[src/rtl/cfg_chain_loader_pkg.sv]
// Shared types and sizing helpers for the configuration chain loader.
package cfg_pkg;

  typedef enum logic [2:0] {
    ST_IDLE,
    ST_FETCH,
    ST_SHIFT_LO,
    ST_SHIFT_HI,
    ST_FINISH
  } cfg_state_t;

  function automatic int calc_nbytes(input int chain_len);
    return (chain_len + 7) / 8;
  endfunction

  function automatic int calc_cnt_w(input int chain_len);
    return $clog2(chain_len + 1);
  endfunction

  // Sizing for the default 180-bit fabric chain
  localparam int CHAIN_LEN_DEF = 180;
  localparam int NBYTES        = calc_nbytes(CHAIN_LEN_DEF);
  localparam int CNT_W         = calc_cnt_w(CHAIN_LEN_DEF);

endpackage

[src/rtl/cfg_chain_loader_phase_timer.sv]
// Half-period timer for prog_clk: flags the last of CLK_DIV cycles while running.
module cfg_phase_timer #(
  parameter int CLK_DIV = 2
) (
  input  logic clk,
  input  logic rst,
  input  logic run_i,
  output logic phase_last_o
);

  localparam int PH_W = $clog2(CLK_DIV + 1);

  logic [PH_W-1:0] ph_q, ph_d;

  assign phase_last_o = run_i && (ph_q == PH_W'(CLK_DIV - 1));

  // Wraps at each half-period boundary so LO and HI both start from zero
  always_comb begin
    ph_d = ph_q + PH_W'(1);
    if (!run_i || phase_last_o) ph_d = '0;
  end

  always_ff @(posedge clk) begin
    if (rst) ph_q <= '0;
    else     ph_q <= ph_d;
  end

endmodule

[src/rtl/cfg_chain_loader.sv]
// Serialises a config bitstream into the fabric programming chain and
// assembles the displaced tail bits into readback bytes.
module cfg_chain_loader
  import cfg_pkg::*;
#(
  parameter int CHAIN_LEN = 180,
  parameter int CLK_DIV   = 2
) (
  input  logic       clk,
  input  logic       rst,
  input  logic       start,
  input  logic [7:0] cfg_data,
  input  logic       cfg_valid,
  output logic       cfg_ready,
  output logic       prog_clk,
  output logic       prog_en,
  output logic       prog_in,
  input  logic       prog_out,
  output logic [7:0] rb_data,
  output logic       rb_valid,
  output logic       busy,
  output logic       done
);

  localparam int BW = calc_cnt_w(CHAIN_LEN);

  cfg_state_t  state_q, state_d;
  logic [BW-1:0] bit_cnt_q, bit_cnt_d, bit_cnt_inc;
  logic [2:0]  bit_idx_q, bit_idx_d;
  logic [7:0]  byte_q, byte_d;
  logic [7:0]  rb_sr_q, rb_sr_d, rb_byte;
  logic [7:0]  rb_data_q, rb_data_d;
  logic        rb_valid_q, rb_valid_d;
  logic        prog_in_q, prog_in_d;
  logic        prog_clk_q, prog_en_q, cfg_ready_q, busy_q, done_q;
  logic        phase_last, xfer, last_bit;

  cfg_phase_timer #(.CLK_DIV(CLK_DIV)) u_timer (
    .clk          (clk),
    .rst          (rst),
    .run_i        ((state_q == ST_SHIFT_LO) || (state_q == ST_SHIFT_HI)),
    .phase_last_o (phase_last)
  );

  assign xfer        = cfg_valid & cfg_ready_q;
  assign bit_cnt_inc = bit_cnt_q + BW'(1);
  assign last_bit    = (bit_cnt_inc == BW'(CHAIN_LEN));

  always_comb begin
    state_d    = state_q;
    bit_cnt_d  = bit_cnt_q;
    bit_idx_d  = bit_idx_q;
    byte_d     = byte_q;
    rb_sr_d    = rb_sr_q;
    rb_byte    = rb_sr_q;
    rb_data_d  = rb_data_q;
    rb_valid_d = 1'b0;
    prog_in_d  = prog_in_q;
    case (state_q)
      ST_IDLE: if (start) begin
        state_d   = ST_FETCH;
        bit_cnt_d = '0;
        bit_idx_d = '0;
        rb_sr_d   = '0;
      end
      ST_FETCH: if (xfer) begin
        byte_d    = cfg_data;
        prog_in_d = cfg_data[0];
        state_d   = ST_SHIFT_LO;
      end
      ST_SHIFT_LO: if (phase_last) begin
        // Tail still holds the old bit: the chain only moves on the rising edge
        rb_byte[bit_idx_q] = prog_out;
        if (bit_idx_q == 3'd7 || last_bit) begin
          rb_data_d  = rb_byte;
          rb_valid_d = 1'b1;
          rb_sr_d    = '0;
        end else begin
          rb_sr_d = rb_byte;
        end
        state_d = ST_SHIFT_HI;
      end
      ST_SHIFT_HI: if (phase_last) begin
        bit_cnt_d = bit_cnt_inc;
        bit_idx_d = bit_idx_q + 3'd1;
        if (last_bit) begin
          state_d   = ST_FINISH;
          prog_in_d = 1'b0;
        end else if (bit_idx_q == 3'd7) begin
          state_d = ST_FETCH;
        end else begin
          byte_d    = {1'b0, byte_q[7:1]};
          prog_in_d = byte_q[1];
          state_d   = ST_SHIFT_LO;
        end
      end
      ST_FINISH: state_d = ST_IDLE;
      default:   state_d = ST_IDLE;
    endcase
  end

  always_ff @(posedge clk) begin
    if (rst) begin
      state_q     <= ST_IDLE;
      bit_cnt_q   <= '0;
      bit_idx_q   <= '0;
      byte_q      <= '0;
      rb_sr_q     <= '0;
      rb_data_q   <= '0;
      rb_valid_q  <= 1'b0;
      prog_in_q   <= 1'b0;
      prog_clk_q  <= 1'b0;
      prog_en_q   <= 1'b0;
      cfg_ready_q <= 1'b0;
      busy_q      <= 1'b0;
      done_q      <= 1'b0;
    end else begin
      state_q     <= state_d;
      bit_cnt_q   <= bit_cnt_d;
      bit_idx_q   <= bit_idx_d;
      byte_q      <= byte_d;
      rb_sr_q     <= rb_sr_d;
      rb_data_q   <= rb_data_d;
      rb_valid_q  <= rb_valid_d;
      prog_in_q   <= prog_in_d;
      // Outputs decoded from next state so they are flops aligned with state_q
      prog_clk_q  <= (state_d == ST_SHIFT_HI);
      prog_en_q   <= (state_d == ST_FETCH) || (state_d == ST_SHIFT_LO) ||
                     (state_d == ST_SHIFT_HI);
      cfg_ready_q <= (state_d == ST_FETCH);
      busy_q      <= (state_d != ST_IDLE);
      done_q      <= (state_d == ST_FINISH);
    end
  end

  assign cfg_ready = cfg_ready_q;
  assign prog_clk  = prog_clk_q;
  assign prog_en   = prog_en_q;
  assign prog_in   = prog_in_q;
  assign rb_data   = rb_data_q;
  assign rb_valid  = rb_valid_q;
  assign busy      = busy_q;
  assign done      = done_q;

endmodule

[config.mk]
export PLATFORM = sky130hd
export DESIGN_NAME = cfg_chain_loader
export DESIGN_NICKNAME = d
export VERILOG_FILES = /design/src/rtl/cfg_chain_loader_pkg.sv /design/src/rtl/cfg_chain_loader_phase_timer.sv /design/src/rtl/cfg_chain_loader.sv
export SDC_FILE = /design/constraint.sdc
export NUM_CORES = 1
export LEC_CHECK = 0
export ABC_AREA = 1
export BUFFER_PORTS_ARGS = -buffer_cell sky130_fd_sc_hd__buf_2
export CORE_MARGIN = 2
export CORE_UTILIZATION = 32
export CTS_CLUSTER_SIZE = 20
export DETAILED_ROUTE_END_ITERATION = 10
export PLACE_DENSITY = 0.59
export SETUP_SLACK_MARGIN = 0.05
export SKIP_LAST_GASP = 1
export SLEW_MARGIN = 20
export SYNTH_ARGS = -nofsm -noshare
export SYNTH_HDL_FRONTEND = slang
export SYNTH_SLANG_ARGS = --single-unit
[constraint.sdc]
create_clock -name clk -period 1.9 [get_ports clk]
set_input_delay 0.095 -clock clk [delete_from_list [all_inputs] [get_ports clk]]
set_output_delay 0.095 -clock clk [all_outputs]
set_load 0.05 [all_outputs]
== Yosys cells after proc, flatten, opt, wreduce, memory -nomap -nowiden ==
Index checks and enable logic that the tools add are counted.

* Output and inout bits: 15
* Register bits: 47
* Bits of input ports: 13
* Word-level logic and storage cells: 89

* Muxes and demuxes: 30
* Reductions and logical operators: 20
* Bitwise logic cells: 3
* Order comparisons: 2
* Eq/ne operators: 17
* $add $sub $neg: 3

{| class="wikitable"
|+ Operators with widths
! kind !! number
|-
| $mux W8 || 8
|-
| $pmux W8 S2 || 3
|-
| $mux W3 || 7
|-
| $eq A3 B2 Y1 const B || 4
|-
| $pmux W3 S4 || 1
|-
| $reduce_and A3 Y1 || 3
|-
| $add A8 B1 Y8 const B || 1
|-
| $bwmux W8 || 1
|-
| $eq A8 B8 Y1 const B || 1
|-
| $ne A2 B2 Y1 const B || 4
|-
| $eq A3 B1 Y1 const B || 2
|-
| $eq A3 B3 Y1 const B || 2
|-
| $mux W1 || 6
|-
| $pmux W3 S2 || 1
|-
| $reduce_bool A2 Y1 || 3
|-
| $logic_or A1 B1 Y1 || 5
|-
| $reduce_and A5 Y1 || 1
|-
| $lt A3 B4 Y1 const B || 1
|-
| $ne A2 B1 Y1 const B || 2
|-
| $reduce_and A4 Y1 || 1
|-
| $add A3 B1 Y3 const B || 1
|-
| $demux W1 S3 || 1
|-
| $ge A3 B1 Y1 const B || 1
|-
| $logic_not A3 Y1 || 1
|-
| other kinds (12) || 14
|}

== Longest topological paths before layout ==
Gate-level depths: netlist of run 1.

* Depth in word-level cells: 8
* Gate-level depth with buffers: 14
* Mapped depth without buffers: 14

== Cells and area by module ==
A second synthesis of run 1 with hierarchy kept.

* Cells, all modules: 315
* Area total of the unflattened synthesis: 2224.6 um^2

{| class="wikitable"
|+ By module, submodules not included
! module !! times used !! cells each !! area each (um^2) !! sequential area each (um^2)
|-
| cfg_chain_loader || 1 || 304 || 2135.8 || 880.8
|-
| cfg_phase_timer || 1 || 11 || 88.8 || 40.0
|}

== Worst setup path after synthesis of run 1 ==
OpenSTA, ideal clock, no wires.

* Path type: register -> register
* From: register bit_cnt_q[0]
* To: register busy_q, in the netlist busy
* Required time: 1.777 ns
* Data arrival time: 1.577 ns
* Library setup time: 0.123 ns
* Stages on the path, launching flop included: 12
* Path slack: 0.200 ns
* Path buffers: 1
* Clock period less this slack: 1.700 ns
* Path through: dfxtp_1 > ha_1 > nand3_1 > o21ai_0 > nand2_1 > nor2_2 > nand2_4 > nand2_8 > buf_12 > o21ai_4 > nand2_2 > nand3_2

* Cells in the longest elaborated chain, start to end: 6

{| class="wikitable"
|+ RTL lines
! element !! RTL line !! source
|-
| start, declared || cfg_chain_loader.sv:28 || <nowiki>logic [BW-1:0] bit_cnt_q, bit_cnt_d, bit_cnt_inc;</nowiki>
|-
| start signal, assigned || cfg_chain_loader.sv:119 || <nowiki>bit_cnt_q <= bit_cnt_d;</nowiki>
|-
| $add A8 B1 Y8 || cfg_chain_loader.sv:46 || <nowiki>assign bit_cnt_inc = bit_cnt_q + BW'(1);</nowiki>
|-
| $eq A8 B8 Y1 || cfg_chain_loader.sv:47 || <nowiki>assign last_bit = (bit_cnt_inc == BW'(CHAIN_LEN));</nowiki>
|-
| $mux W3 || cfg_chain_loader.sv:86 || <nowiki>if (last_bit) begin</nowiki>
|-
| $mux W3 || cfg_chain_loader.sv:83 || <nowiki>ST_SHIFT_HI: if (phase_last) begin</nowiki>
|-
| $pmux W3 S4 || cfg_chain_loader.sv:59 || <nowiki>case (state_q)</nowiki>
|-
| $reduce_bool A3 Y1 || cfg_chain_loader.sv:131 || <nowiki>busy_q <= (state_d != ST_IDLE);</nowiki>
|-
| end signal, assigned || cfg_chain_loader.sv:131 ||
|-
| end, declared || cfg_chain_loader.sv:35 || <nowiki>logic prog_clk_q, prog_en_q, cfg_ready_q, busy_q, done_q;</nowiki>
|}

Every way passes these cells.
A chain may end at the register's enable or synchronous reset.

== Worst setup path in the final report of run 1 ==
* From: register bit_cnt_q[0]
* To: register byte_q[3]

* Cells in the longest elaborated chain, start to end: 4

{| class="wikitable"
|+ RTL lines
! element !! RTL line !! source
|-
| $add A8 B1 Y8 || cfg_chain_loader.sv:46 ||
|-
| $eq A8 B8 Y1 || cfg_chain_loader.sv:47 ||
|-
| $ne A2 B2 Y1 (no line) || n/a ||
|-
| $reduce_and A5 Y1 (no line) || n/a ||
|-
| end signal, assigned || cfg_chain_loader.sv:121 || <nowiki>byte_q <= byte_d;</nowiki>
|-
| end, declared || cfg_chain_loader.sv:30 || <nowiki>logic [7:0] byte_q, byte_d;</nowiki>
|}

Every way passes these cells.

==> results.py, run 1 <==
metrics = {
    "outcome": {
        "status": "finished, final reports clean",
    },
    "cts": {
        "cts_tree": "done",
        "cts_made_buffers": 5,
        "hold_buffers": 0,
        "cts_max_path_buffers": 2,
        "cts_num_sinks": 46,
        "clkTransAtPathRegs_ps": 80,
        "clock_latency_ps": 300,
        "cts-root-buf": "clkbuf_8",
        "htreeDepth": 2,
    },
    "floorplan": {
        "fp.dieW_um": 87.5,
        "initial_core_util_pct": 33.0,
        "die_y_um": 87.5,
        "ios": 28,
        "die_area_mm2": 0.00765,
        "num_rows": 30,
        "core_mm2": 0.00676,
    },
    "global_routing": {
        "grt_start_max_net_pins": 24,
        "antenna_found_initial": 0,
        "grt_pass1_vias": 1820,
        "overflow": 0,
        "grt_pass1_wl_um": 8260,
        "grtUsageTotal_pct": 13.6,
    },
    "route": {
        "totalWireLength_um": 4830,
        "via_per_inst": 4.65,
        "wl_per_cell_um": 11.1,
        "drcViolationCount": 0,
        "dr.pass1.iters": 4,
        "first_iter_violations": 115,
        "num_vias": 2020,
        "drtAntennaViolNets": 0,
    },
    "yosys": {
        "synth_cells": 315,
        "synth_fp_nets": 333,
        "synthTopCellsByCount": "nand2_1 (95), dfxtp_1 (46), nor2_1 (34)",
        "ys_ff_latch": 46,
        "netlist_top_cells_area": "dfxtp_1 (41%), nand2_1 (16%), a21oi_1 (6.1%), nand3_1 (5.8%), nor2_1 (5.7%)",
        "synthXorXnorAreaFrac_pct": 0.393,
        "synthFlopType": "dfxtp_1",
        "yosys.area_share.simple_pct": 36.6,
        "synthAdderAreaFrac_pct": 2.81,
        "syn_area_mm2": 0.00223,
        "synth_top_family_by_area": "simple AND/OR/NAND/NOR gates",
        "synth_top_cell_by_area": "dfxtp_1",
        "yosysMostFrequentCell": "nand2_1",
        "async_reset_ff_share_pct": 0,
        "yosysTopAreaCellShare_pct": 41.3,
        "syn_area_per_cell_um2": 7.08,
        "synth-seq-area-share_pct": 41.3,
        "synthMuxAreaShare_pct": 0,
        "synth_compound_area_share_pct": 11.8,
        "ys_warn_count": 0,
        "synth-edff-count": 0,
        "ys_types": 26,
    },
    "placement": {
        "place_area_mm2": 0.00247,
        "place.gp.congestion": 0.826,
        "portBuffers": 27,
        "dp_hpwl_um": 3530,
    },
    "critical_path": {
        "worst-setup-path-type": "reg2reg",
        "cp_data_required_time_ps": 2100,
        "crit_chain": "ha_2, nand3_1, o21ai_1, nand2_1, nor2_2, nand2_4, nand2_8, nand2_4, nand2_4, inv_4, nor2_1, nor2_1",
        "cp_max_fo": 7,
        "critPathCaptureType": "register",
        "crit_path_max_incr_delay_ps": 350,
        "ff2ff_path_depth": 12,
        "cp-start-kind": "register",
        "cpMostUsedCell": "nand2_4",
        "worstPathArrival_ps": 1900,
        "slowest_stage": "dfxtp_2",
    },
    "sta": {
        "drv_slew": 0,
        "setup_viol": 0,
        "slew_headroom_pct": 68.2,
        "period_share_pct": 89.7,
        "period_needed_ps": 1700,
        "fin_skew_ps": 7.20,
        "totalNegativeSetupSlack_ps": 0,
        "worst_pin_slew_ps": 476,
        "rsz0062_at_grt": "false",
        "timing.fmax_mhz": 587,
        "finalHoldViolCount": 0,
    },
    "power": {
        "power_leakage_nw": 1.16,
        "design_power_total_mw": 2.08,
        "pwr-share-comb_pct": 14.7,
        "power.switching_mw": 0.583,
        "ir_drop_uv": 320,
        "internal_power_mw": 1.50,
        "swShare_pct": 28.0,
        "cellPowerDensity_mw_per_mm2": 788,
        "clockPowerShare_pct": 35.2,
        "seqPwrFrac_pct": 50.1,
    },
    "cells_and_area": {
        "nets": 371,
        "layout-drive-gt1-share_pct": 20.9,
        "n_fill_cell": 708,
        "design_area_mm2": 0.00264,
        "antennaDiodeCount": 0,
        "utilization_pct": 39.1,
        "area_growth_pct": 18.6,
    },
    "job": {
        "drv_cap": 0,
    },
    "worst_hold_path": {
        "min_path_type": "in2reg",
        "min_path_cells": 3,
    },
}
cells by family after synthesis:
logic type	after synthesis
buffers and inverters	37
XOR/XNOR	1
flip-flops	46
AO/OA/AOI/OAI	48
AND/OR/NAND/NOR	178
adder cells (fa/ha/maj)	5
state kept, by name, indices dropped and copies added (netlist names):
register,flops
bit_cnt_q,8
rb_data,8
rb_sr_q,8
byte_q,7
bit_idx_q,3
state_q,3
u_timer.ph_q,2
busy,1
cfg_ready,1
done,1
prog_clk,1
prog_en,1
prog_in,1
rb_valid,1
layout by cell type (no fill, tap or decap), types with 2 or more instances in the layout:
cell      Yosys  final
buf_4         0      9
nand2_2       3      2
a31oi_1       2      2
buf_6         0      2
nand2_4       3      4
o21ai_0      14     13
buf_2         1     27
nor2_2        3      5
nand3_1      26     26
clkbuf_8      0      5
nand2_1      95     95
dfxtp_1      46     42
a211oi_1      3      3
nor2_4        4      4
nand3b_1      6      6
inv_1        25     25
dfxtp_2       0      4
a21oi_1      27     27
nor2_1       34     32
inv_2         5      4
ha_1          5      4
through the flow:
stage | hold WS [ps] | setup slack, ps | instances
4_1_cts | 60.8 | 80.5 | 430
2_1_floorplan | 164 | 200 | 315
3_3_place_gp | 392 | 159 | 422
6_report | 67.2 | 196 | 434
5_1_grt | 79.3 | 52.2 | 434
3_5_place_dp | 390 | 97.5 | 422
critical path: cells and delay by family, from the launching register on:
family	cells	cell delay, ps
AND/OR/NAND/NOR	9	860
flip-flops	1	350
adder cells (fa/ha/maj)	1	190
AO/OA/AOI/OAI	1	140
buffers and inverters	1	60
what timing repair did:
item,4_1_cts,5_1_grt
gates resized for setup,0,12
endpoints found under the setup margin,0,10
setup buffers,0,4
power by group through the flow:
| stage | Clock (mW) | Sequential (mW) | Combinational [mW] |
|---|---|---|---|
| after floorplan | 0 | 1.11 | 0.175 |
| after global placement | 0 | 1.06 | 0.300 |
| final | 0.734 | 1.04 | 0.305 |
| after global routing | 0.796 | 1.05 | 0.346 |
| after detailed placement | 0 | 1.06 | 0.301 |
| after CTS | 0.763 | 1.04 | 0.302 |
final cells by class:
class,instances,area (um^2),share of cell area [%]
multi-input combinational,232,1160,44.1
sequential,46,926,35.0
timing repair buffer,38,225,8.52
inverter,30,115,4.35
tap,80,100,3.79
clock buffer,5,68.8,2.60
clock inverter,3,43.8,1.66
layer usage:
layer	vias up	GRT usage, %	wire length [um]	share of wire [%]
met5	-	0	0	0
met1	891	18.5	2560	53
met2	32	20.7	1990	41
met3	8	3.79	195	4.0
li1	1089	-	-	-
met4	0	4.62	79	1.6
worst paths after layout:
| kind | slack [ps] | from | endpoint |
|---|---|---|---|
| max | 200 | bit_cnt_q[0] | byte_q[3] |
| min | 70 | cfg_data[7] | byte_q[7] |
| max reg2reg | 200 | bit_cnt_q[0] | byte_q[3] |
| min reg2reg | 430 | u_timer.ph_q[0] | u_timer.ph_q[0] |
Note: power is estimated with default switching activity, not from simulation.
==> run 2: changes to the inputs <==
==> constraint.sdc (replaced) <==
create_clock -name clk -period 1.92 [get_ports clk]
set_input_delay 0.096 -clock clk [delete_from_list [all_inputs] [get_ports clk]]
set_output_delay 0.096 -clock clk [all_outputs]
set_load 0.05 [all_outputs]
==> run 2 against run 1 <==
- worst setup slack got worse by 39 ps
- via count rose by 0.54%
- worst hold slack improved by 5.1 ps
- clock skew fell by 2.3 ps
- largest power group unchanged
- highest routed layer unchanged
==> results.py, run 2 (synthesis gave the netlist of run 1 again) <==
metrics = {
    "outcome": {
        "status": "finished, final reports clean",
    },
    "global_routing": {
        "grt_pass1_vias": 1793,
        "grtUsageTotal_pct": 13.6,
        "grt_pass1_wl_um": 8220,
        "grt_start_max_net_pins": 24,
        "overflow": 0,
        "antenna_found_initial": 0,
    },
    "cts": {
        "cts_made_buffers": 5,
        "cts_max_path_buffers": 2,
        "cts-root-buf": "clkbuf_8",
        "clkTransAtPathRegs_ps": 90,
        "htreeDepth": 2,
        "cts_num_sinks": 46,
        "clock_latency_ps": 300,
        "hold_buffers": 0,
        "cts_tree": "done",
    },
    "route": {
        "drcViolationCount": 0,
        "wl_met2_um": 2050,
        "via_per_inst": 4.72,
        "first_iter_violations": 123,
        "dr.pass1.iters": 4,
        "wl_met1_um": 2570,
        "num_vias": 2031,
        "wl_per_cell_um": 11.4,
        "drtAntennaViolNets": 0,
        "wl_met3_um": 198,
        "totalWireLength_um": 4890,
        "highest_layer": "met4",
    },
    "sta": {
        "worst_pin_slew_ps": 501,
        "setup_viol": 0,
        "drv_slew": 0,
        "fin_skew_ps": 4.94,
        "finalHoldViolCount": 0,
        "timing.fmax_mhz": 567,
        "holdWs_ps": 72.3,
        "rsz0062_at_grt": "true",
        "layout_setup_ws_ps": 157,
        "period_needed_ps": 1760,
        "totalNegativeSetupSlack_ps": 0,
        "period_share_pct": 91.8,
        "slew_headroom_pct": 66.6,
    },
    "floorplan": {
        "die_y_um": 87.5,
        "fp.dieW_um": 87.5,
        "ios": 28,
        "die_area_mm2": 0.00765,
        "core_mm2": 0.00676,
        "num_rows": 30,
        "initial_core_util_pct": 33.0,
    },
    "worst_hold_path": {
        "holdPathEnd": "byte_q[7]",
        "min-delay-start": "cfg_data[7]",
        "min_path_type": "in2reg",
        "min_path_cells": 3,
    },
    "cells_and_area": {
        "n_fill_cell": 746,
        "nets": 367,
        "antennaDiodeCount": 0,
        "area_growth_pct": 18.1,
        "layout-drive-gt1-share_pct": 20.6,
        "final_cells": 430,
        "final_common_cell": "nand2_1",
        "final_cell_mix": "nand2_1 (95), dfxtp_1 (42), nor2_1 (32)",
    },
    "critical_path": {
        "worstPathArrival_ps": 2000,
        "worst-setup-path-type": "reg2reg",
        "r2r_end": "rb_sr_q[2]",
        "regToRegStartpoint": "bit_cnt_q[0]",
        "cp-start-kind": "register",
        "reg2reg_slack_ps": 160,
        "critPathCaptureType": "register",
        "cp_max_fo": 11,
        "ff2ff_path_depth": 12,
        "cp_data_required_time_ps": 2160,
    },
    "placement": {
        "portBuffers": 27,
        "place_inst": 421,
        "place.gp.congestion": 0.836,
        "dp_hpwl_um": 3650,
        "dp_slack_ps": 31.9,
    },
    "power": {
        "power_leakage_nw": 1.15,
        "seqPwrFrac_pct": 50.4,
        "internal_power_mw": 1.48,
        "clockPowerShare_pct": 35.3,
        "power.switching_mw": 0.577,
        "pwr-share-comb_pct": 14.3,
        "cellPowerDensity_mw_per_mm2": 781,
        "swShare_pct": 28.0,
        "ir_drop_uv": 277,
    },
    "job": {
        "drv_cap": 0,
    },
}
==> run 2: changes by cell type in the layout (fill, tap and decap cells not counted), sizes merged <==
| cell | previous run | this run |
|---|---|---|
| buf | 38 | 34 |
==> run 2: final cells by class <==
class	instances	area, um^2	area share [%]
Clock buffer	5	68.8	2.61
Clock inverter	3	43.8	1.66
Inverter	30	113	4.28
Multi-Input combinational cell	232	1180	44.8
Sequential cell	46	928	35.2
Tap cell	80	100	3.80
Timing Repair Buffer	34	200	7.60
==> run 2: power groups by stage <==
stage          logic, mW  registers, mW  clock network [mW]
2_1_floorplan      0.173           1.09                   0
3_3_place_gp       0.291           1.05                   0
3_5_place_dp       0.295           1.05                   0
4_1_cts            0.295           1.03               0.755
5_1_grt            0.335           1.04               0.781
6_report           0.295           1.04               0.726
==> run 2: critical path, cell delays in order, from the launching register on <==
cell and delay [ps]:
dfxtp_2 360, buf_4 140, inv_1 70, nor2_4 140
nand3_2 90, nand2_1 90, nor2_2 50, nand2_4 110
nand2_8 70, buf_12 150, nor2_4 210, nand2_1 90
a21oi_1 120
==> run 2: metrics by stage <==
stage               total power, mW  util (%)  instance area [um^2]
floorplan                      1.27         -                  2230
global placement               1.35      36.5                  2470
detailed placement             1.35      36.5                  2470
CTS                            2.08      38.2                  2580
global route                   2.16      39.0                  2630
finish                         2.06      39.0                  2630
==> run 2: worst max-delay path by stage <==
| stage | endpoint | slack, ps | depth (start not counted) | startpoint |
|---|---|---|---|---|
| finish | rb_sr_q[2] | 160 | 12 | bit_cnt_q[0] |
| global route | rb_sr_q[1] | 30 | 11 | bit_cnt_q[3] |
| CTS | byte_q[5] | 80 | 12 | bit_cnt_q[1] |
| detailed placement | byte_q[5] | 30 | 12 | bit_cnt_q[1] |
| global placement | byte_q[5] | 110 | 12 | bit_cnt_q[1] |
| floorplan | busy | 220 | 11 | bit_cnt_q[0] |
==> run 2: per-layer routing <==
metal / GRT usage (%) / up-vias
met2: 19.6 / 39
met5: 0 / -
met1: 19.5 / 907
met3: 3.41 / 6
li1: - / 1079
met4: 4.48 / 0
==> run 2: timing repair <==
action                                  4_1_cts  5_1_grt
resized for setup                             1       11
buffers inserted                              0        1
endpoints found under the setup margin        6        8
pin swaps                                     0        3
